`src/rtl/pipeline_hazard_ctrl.sv`:
```
// Hazard and sequencing controller for a 5-stage RISC-V pipeline (IF/ID/EX/MEM/WB).
// The EX operand forwarding selects, the per-stage stall/flush controls, the PC
// redirect and the mul/div sequencing are all decoded in the same cycle from the
// stage inputs. Only the mul/div sequencing state and the memory-wait counter are
// stored.
//
// Ports:
//   clk, rst                      clock, asynchronous active-high reset
//   id_rs1_i, id_rs2_i            source registers of the instruction in ID
//   ex_rs1_i, ex_rs2_i, ex_rd_i   source and destination registers in EX
//   ex_reg_write_i, ex_mem_read_i EX writes rd / EX is a load
//   ex_branch_taken_i             EX resolved a taken branch or jump
//   ex_mdu_start_i                EX holds a mul/div instruction
//   mem_rd_i, mem_reg_write_i     MEM destination register / write enable
//   mem_req_i, mem_ready_i        data-memory request / ready
//   wb_rd_i, wb_reg_write_i       WB destination register / write enable
//   fwd_a_sel_o, fwd_b_sel_o      forwarding mux select: 00 regfile, 01 WB, 10 MEM
//   stall_*_o                     hold a stage register
//   flush_*_o                     insert a bubble into a stage register
//   pc_sel_o                      1 = take the branch target
//   mdu_done_o                    pulse on the last mul/div cycle
//   mem_fault_o                   pulse on a memory wait timeout
module pipeline_hazard_ctrl #(
    parameter int unsigned MDU_LATENCY = 4,
    parameter int unsigned MEM_TIMEOUT = 16
) (
    input  logic       clk,
    input  logic       rst,
    input  logic [4:0] id_rs1_i,
    input  logic [4:0] id_rs2_i,
    input  logic [4:0] ex_rs1_i,
    input  logic [4:0] ex_rs2_i,
    input  logic [4:0] ex_rd_i,
    input  logic       ex_reg_write_i,
    input  logic       ex_mem_read_i,
    input  logic       ex_branch_taken_i,
    input  logic       ex_mdu_start_i,
    input  logic [4:0] mem_rd_i,
    input  logic       mem_reg_write_i,
    input  logic       mem_req_i,
    input  logic       mem_ready_i,
    input  logic [4:0] wb_rd_i,
    input  logic       wb_reg_write_i,
    output logic [1:0] fwd_a_sel_o,
    output logic [1:0] fwd_b_sel_o,
    output logic       stall_if_o,
    output logic       stall_id_o,
    output logic       stall_ex_o,
    output logic       stall_mem_o,
    output logic       flush_id_o,
    output logic       flush_ex_o,
    output logic       flush_mem_o,
    output logic       flush_wb_o,
    output logic       pc_sel_o,
    output logic       mdu_done_o,
    output logic       mem_fault_o
);

    localparam int unsigned REG_W  = 5;
    localparam int unsigned CNT_W  = 4;
    localparam int unsigned WAIT_W = 8;

    typedef enum logic {
        ST_RUN      = 1'b0,
        ST_MDU_BUSY = 1'b1
    } state_e;

    state_e              state_q, state_d;
    logic [CNT_W-1:0]    mdu_cnt_q, mdu_cnt_d;
    logic [WAIT_W-1:0]   wait_cnt_q, wait_cnt_d;

    logic       memw;
    logic       load_use;
    logic [1:0] fwd_a, fwd_b;
    logic       st_if, st_id, st_ex, st_mem;
    logic       fl_id, fl_ex, fl_mem, fl_wb;
    logic       pc_sel, mdu_done, mem_fault;

    // The ex_reg_write input is not needed for any decision made here
    logic unused_ok;
    assign unused_ok = ex_reg_write_i;

    // MEM result is newer than WB, so it wins when both match
    function automatic logic [1:0] fwd_sel(
        input logic [REG_W-1:0] rs,
        input logic             mem_we,
        input logic [REG_W-1:0] mem_rd,
        input logic             wb_we,
        input logic [REG_W-1:0] wb_rd
    );
        if (mem_we && (mem_rd != '0) && (mem_rd == rs)) begin
            return 2'b10;
        end else if (wb_we && (wb_rd != '0) && (wb_rd == rs)) begin
            return 2'b01;
        end
        return 2'b00;
    endfunction

    assign fwd_a = fwd_sel(ex_rs1_i, mem_reg_write_i, mem_rd_i, wb_reg_write_i, wb_rd_i);
    assign fwd_b = fwd_sel(ex_rs2_i, mem_reg_write_i, mem_rd_i, wb_reg_write_i, wb_rd_i);

    assign memw     = mem_req_i & ~mem_ready_i;
    assign load_use = ex_mem_read_i && (ex_rd_i != '0) &&
                      ((ex_rd_i == id_rs1_i) || (ex_rd_i == id_rs2_i));

    // State register
    always_ff @(posedge clk or posedge rst) begin
        if (rst) begin
            state_q    <= ST_RUN;
            mdu_cnt_q  <= '0;
            wait_cnt_q <= '0;
        end else begin
            state_q    <= state_d;
            mdu_cnt_q  <= mdu_cnt_d;
            wait_cnt_q <= wait_cnt_d;
        end
    end

    // Next-state and hazard control decode; a memory wait overrides everything
    always_comb begin
        state_d    = state_q;
        mdu_cnt_d  = mdu_cnt_q;
        wait_cnt_d = '0;
        st_if      = 1'b0;
        st_id      = 1'b0;
        st_ex      = 1'b0;
        st_mem     = 1'b0;
        fl_id      = 1'b0;
        fl_ex      = 1'b0;
        fl_mem     = 1'b0;
        fl_wb      = 1'b0;
        pc_sel     = 1'b0;
        mdu_done   = 1'b0;
        mem_fault  = 1'b0;

        if (memw) begin
            // Whole pipe freezes, WB gets a bubble; FSM and mdu_cnt hold
            st_if  = 1'b1;
            st_id  = 1'b1;
            st_ex  = 1'b1;
            st_mem = 1'b1;
            fl_wb  = 1'b1;
            if (wait_cnt_q == WAIT_W'(MEM_TIMEOUT - 1)) begin
                mem_fault  = 1'b1;
                wait_cnt_d = '0;
            end else begin
                wait_cnt_d = wait_cnt_q + WAIT_W'(1);
            end
        end else begin
            unique case (state_q)
                ST_RUN: begin
                    if (ex_branch_taken_i) begin
                        pc_sel = 1'b1;
                        fl_id  = 1'b1;
                        fl_ex  = 1'b1;
                    end else begin
                        if (load_use) begin
                            st_if = 1'b1;
                            st_id = 1'b1;
                            fl_ex = 1'b1;
                        end
                        if (ex_mdu_start_i) begin
                            st_if     = 1'b1;
                            st_id     = 1'b1;
                            st_ex     = 1'b1;
                            fl_mem    = 1'b1;
                            mdu_cnt_d = CNT_W'(MDU_LATENCY - 2);
                            state_d   = ST_MDU_BUSY;
                        end
                    end
                end
                ST_MDU_BUSY: begin
                    if (mdu_cnt_q != '0) begin
                        st_if     = 1'b1;
                        st_id     = 1'b1;
                        st_ex     = 1'b1;
                        fl_mem    = 1'b1;
                        mdu_cnt_d = mdu_cnt_q - CNT_W'(1);
                    end else begin
                        // Last EX cycle: the instruction leaves EX at this edge
                        mdu_done = 1'b1;
                        state_d  = ST_RUN;
                    end
                end
                default: state_d = ST_RUN;
            endcase
        end
    end

    // Every output is forced low while reset is held
    assign fwd_a_sel_o = rst ? 2'b00 : fwd_a;
    assign fwd_b_sel_o = rst ? 2'b00 : fwd_b;
    assign stall_if_o  = ~rst & st_if;
    assign stall_id_o  = ~rst & st_id;
    assign stall_ex_o  = ~rst & st_ex;
    assign stall_mem_o = ~rst & st_mem;
    assign flush_id_o  = ~rst & fl_id;
    assign flush_ex_o  = ~rst & fl_ex;
    assign flush_mem_o = ~rst & fl_mem;
    assign flush_wb_o  = ~rst & fl_wb;
    assign pc_sel_o    = ~rst & pc_sel;
    assign mdu_done_o  = ~rst & mdu_done;
    assign mem_fault_o = ~rst & mem_fault;

endmodule
```
`config.mk`:
```
export PLATFORM = sky130hd
export DESIGN_NAME = pipeline_hazard_ctrl
export DESIGN_NICKNAME = d
export VERILOG_FILES = /design/src/rtl/pipeline_hazard_ctrl.sv
export SDC_FILE = /design/constraint.sdc
export NUM_CORES = 1
export LEC_CHECK = 0
export ABC_AREA = 1
export CAP_MARGIN = 10
export CORE_UTILIZATION = 37
export DETAILED_ROUTE_END_ITERATION = 8
export PLACE_DENSITY = 0.76
export SLEW_MARGIN = 25
export SYNTH_ARGS = -nofsm -noshare
export SYNTH_HDL_FRONTEND = slang
export SYNTH_SLANG_ARGS = --single-unit
```
`constraint.sdc`:
```
create_clock -name clk -period 1.5 [get_ports clk]
set_input_delay 0.15 -clock clk [delete_from_list [all_inputs] [get_ports clk]]
set_output_delay 0.15 -clock clk [all_outputs]
set_load 0.1 [all_outputs]
```
# [Word level (Yosys, flattened, before mapping)]
# Cells that the tools add are included.
# Widths: inputs -> output; s select.
[totals] word_cells=83 register_bits=13 out_inout_bits=15 inputBits=45
[classes] bitwise=13 add_sub_neg=2 n_eq_ne=10 n_reduce_logical=14 muxes=41
[ops] cell="$eq 5x5->1" n=6
[ops] cell="$mux 1" n=25
[ops] cell="$mux 2" n=8
[ops] cell="$mux 8" n=2
[ops] cell="$reduce_bool 5->1" n=3
[ops] cell="$mux 4" n=3
[ops] cell="$and 1x1->1" n=9
[ops] cell="$add 8x1->8 const B" n=1
[ops] cell="$eq 8x4->1 const B" n=1
[ops] cell="$logic_and 1x1->1" n=8
[ops] cell="$pmux 4 s2" n=1
[ops] cell="$ne 2x2->1 const B" n=2
[ops] cell="$not 1->1" n=4
[ops] cell="$pmux 1 s2" n=2
[ops] cell="$reduce_and 4->1" n=1
[ops] cell="$reduce_bool 4->1" n=1
[ops] cell="$sub 4x1->4 const B" n=1
[ops] cell="$ne 2x1->1 const B" n=1
[ops] cell="$logic_or 1x1->1" n=1

# [Depth between registers and ports, before layout]
[logic_depth] ltp_word=9 ltp_mapped=9 mapped_depth_nobuf=8

# [Worst setup path after synthesis]
# Ideal clock, no wire load.
[synth_timing] path_kind="reg2out" start="reg mdu_cnt_q[0]" end="out mdu_done_o" path_slack_ps=-2198 required_ps=1350 path_stages_with_launch=5 arrival_ps=3548 path_cell_list="dfrtp_1 > inv_1 > ha_1 > nand3_1 > nor4_1"
[synth_via] elab_chain_cells=5
[synth_lines] item="start: declaration" line_no="69" source="logic [CNT_W-1:0] mdu_cnt_q, mdu_cnt_d;"
[synth_lines] item="start signal: assignment" line_no="114" source="mdu_cnt_q <= mdu_cnt_d;"
[synth_lines] item="$reduce_bool 4->1" line_no="173" source="if (mdu_cnt_q != '0) begin"
[synth_lines] item="$mux 1" line_no="173"
[synth_lines] item="$mux 1" line_no="150" source="unique case (state_q)"
[synth_lines] item="$mux 1" line_no="136" source="if (memw) begin"
[synth_lines] item="$and 1x1->1" line_no="202" source="assign mdu_done_o = ~rst & mdu_done;"
[synth_lines] item="end: declaration" line_no="55" source="output logic mdu_done_o,"
# Every way passes these cells.

# [Worst setup path after layout]
[layout_timing] start="reg mdu_cnt_q[1]" end="out stall_id_o"
[layout_via] elab_chain_cells=5
[layout_lines] item="$reduce_bool 4->1" line_no="173"
[layout_lines] item="$mux 1" line_no="173"
[layout_lines] item="$pmux 1 s2" line_no="150"
[layout_lines] item="$mux 1" line_no="136"
[layout_lines] item="$and 1x1->1" line_no="194" source="assign stall_id_o = ~rst & st_id;"
[layout_lines] item="end: declaration" line_no="47" source="output logic stall_id_o,"
# Every way passes these cells.

==> flow_metrics.py <==
metrics = {
    "pwr": {
        "p_per_area_nw_per_um2": 890.0,
        "max-vdd-ir-drop_uv": 728.4,
        "static-leakage-power_nw": 1.299,
    },
    "worst_hold_path": {
        "worstHoldPathType": "in2async",
    },
    "setup_path": {
        "worst_r2r_startpoint": "mdu_cnt_q[1]",
        "critPathLaunch": "mdu_cnt_q[1]",
        "critical_path.endpoint_type": "primary output",
        "worst_ep_arrival_time_ns": 1.64,
        "critPathRequiredTime_ns": 1.35,
        "r2r_cells": 10,
        "critPathLaunchType": "flip-flop",
        "critical_path_class": "reg2out",
        "critPathMaxFanout": 2,
    },
    "global_routing": {
        "global_route.peak_usage_layer": "met2",
        "number_of_antenna_violations_at_the_first_check_in_global_routing": 0,
        "first_pass_grt_wire_length_mm": 6.824,
        "grt_start_max_net_pins": 14,
        "met3_usage_pct": 4.622,
        "grt-ovfl-total": 0,
        "global_route.usage.met2_pct": 46.89,
        "grt_pass1_vias": 1590,
        "gr-usage-all-layers_pct": 24.91,
        "gr-usage-met1_pct": 27.92,
    },
    "clocking": {
        "worst_skew_pair.late_latency_ns": 0.28,
        "cts_buffer_depth": 2,
        "cts-root-buf": "clkbuf_4",
        "cts_inserted_buffers": 3,
        "cts.clk_slew.worst_paths_ns": 0.08,
        "cts_max_level": 1,
        "cts_tree": "built",
        "clock_sink_count": 13,
        "cts_hold_repair.buffers": 0,
    },
    "sta": {
        "timing.slew.headroom_pct": 81.64,
        "final.setup.worst_slack_ns": -0.2919,
        "slew_violations": 0,
        "finalCritPeriodShare_pct": 119.5,
        "hold-worst-slack_ns": 0.2236,
        "fin_skew_ns": 0.003602,
        "hold_viol": 0,
        "layout_min_cycle_time_ns": 1.792,
        "achievable_freq_mhz": 558.1,
        "final-setup-viol-count": 12,
        "grt_setup_unrepaired": "true",
        "tightest_slew_ns": 0.2734,
    },
    "floorplanning": {
        "initial_utilization_pct": 38.81,
        "std_cell_rows": 21,
        "core_region_area_um2": 3337,
        "die_footprint_um2": 3741,
        "die_y_um": 61.16,
        "io-pin-count": 60,
        "chipWidth_um": 61.16,
    },
    "synthesis": {
        "ys_seq_elements": 13,
        "mappedNetlistNets": 254,
        "yosys_warns": 0,
        "synthesis.area_um2": 1295,
        "synth-seq-area-share_pct": 25.12,
        "ys_types": 27,
        "postSynthCellCount": 207,
        "postSynthAreaPerCell_um2": 6.256,
    },
    "route": {
        "ant_nets": 0,
        "via_count": 1663,
        "via_per_inst": 4.711,
        "drt-total-wl_mm": 4.612,
        "detailedRoute.firstIterationViolations": 101,
        "route.detailed.wl_per_inst_um": 13.07,
        "remaining_drc_errors": 0,
        "drtPass1Iterations": 4,
    },
    "status": {
        "outcome": "complete, but fails checks",
        "failed_checks": "negative setup slack",
    },
    "placement": {
        "preCtsSetupSlack_ns": -0.2762,
        "place.gp.congestion": 0.8291,
        "detailed_place_hpwl_mm": 3.384,
        "port_buffers": 58,
    },
    "layout": {
        "antenna_cells_inserted": 0,
        "final_common_cell": "nand2_1",
        "most_frequent_cells_in_the_layout": "nand2_1 (41), buf_4 (35), inv_1 (29)",
        "nNetsFinal": 355,
        "syn_to_final_growth_pct": 112.8,
        "share_of_cells_above_drive_strength_1_pct": 40.07,
    },
    "job": {
        "timing.max_cap.violations": 0,
    },
}
==> report_power, final <==
| part | internal [W] | total, W | switching (W) |
|---|---|---|---|
| logic | 0.000821 | 0.00175 | 0.000932 |
| registers | 0.000405 | 0.000478 | 0.0000730 |
| clock network | 0.000103 | 0.000221 | 0.000118 |
==> cells by family after synthesis <==
logic type               Yosys count  synth area share [%]
XOR/XNOR                          18                 12.17
AND/OR/NAND/NOR                  114                 39.13
AO/OA/AOI/OAI                     17                 7.633
buffers and inverters             43                 14.01
adder cells (fa/ha/maj)            2                 1.932
flip-flops                        13                 25.12
==> stage by stage <==
| step | TNS, ns | instance area [µm²] | total power, W | util, % | instances |
|---|---|---|---|---|---|
| floorplan | -1.576 | 1593 | 0.001433 | - | 207 |
| global placement | -1.852 | 2527 | 0.001917 | 75.74 | 336 |
| detailed placement | -2.137 | 2527 | 0.001958 | 75.74 | 336 |
| CTS | -1.964 | 2669 | 0.002311 | 79.98 | 349 |
| global route | -2.725 | 2755 | 0.002576 | 82.56 | 353 |
| finish | -1.940 | 2755 | 0.002452 | 82.56 | 353 |
==> repair_timing <==
action | 4_1_cts | 5_1_grt
buffers inserted | 9 | 4
endpoints found under the setup margin | 15 | 14
pin swaps | 23 | 16
resized for setup | 48 | 28
==> routing by layer <==
layer  vias to the layer above  part of all wire [%]
li1                        842                     -
met1                       754                    39
met2                        58                    54
met3                         9                   4.7
met4                         0                   1.8
met5                         -                     0
==> cell usage after synthesis, drive strengths merged <==
master | count | area (µm²)
or2 | 2 | 12.51
nor3 | 8 | 40.04
o21bai | 1 | 7.510
nand3 | 18 | 90.09
nand2 | 49 | 186.4
a21oi | 3 | 18.77
inv | 38 | 142.6
nor2 | 30 | 127.6
o21ai | 11 | 58.80
dfrtp | 13 | 325.3
nor3b | 1 | 12.51
buf | 5 | 38.78
nand4 | 3 | 18.77
a31oi | 1 | 6.260
xor2 | 2 | 17.52
nor4 | 3 | 18.77
ha | 2 | 25.02
o21a | 1 | 7.510
xnor2 | 16 | 140.1
==> state kept, by name, indices dropped and copies added (netlist names) <==
| register | count |
|---|---|
| wait_cnt_q | 8 |
| mdu_cnt_q | 4 |
| state_q | 1 |
==> worst paths after layout <==
| check | slack [ns] | to |
|---|---|---|
| setup reg to reg | -0.03 | state_q |
| hold / removal | 0.22 | wait_cnt_q[3] |
| max in group asynchronous | 1.10 | state_q |
| hold reg to reg | 0.49 | wait_cnt_q[0] |
| setup / recovery | -0.29 | stall_id_o |
| min in group clk | 0.49 | wait_cnt_q[0] |
==> layout make-up <==
cell class	instances	area, µm²
repair buffers	101	1052
inverters	38	150.1
clock buffers	4	26.28
multi-input cells	151	1142
well taps	46	57.56
flip-flops and latches	13	326.6
fillers	209	581.8
==> worst max-delay path, cell delays in order (launching register included) <==
cell and delay [ns]:
dfrtp_1 0.40, inv_2 0.08, ha_4 0.15, nand3_4 0.09
a21oi_4 0.14, inv_2 0.07, o21ai_4 0.17, nand2_4 0.09
buf_12 0.17
Note: power is estimated with default switching activity, not from simulation.
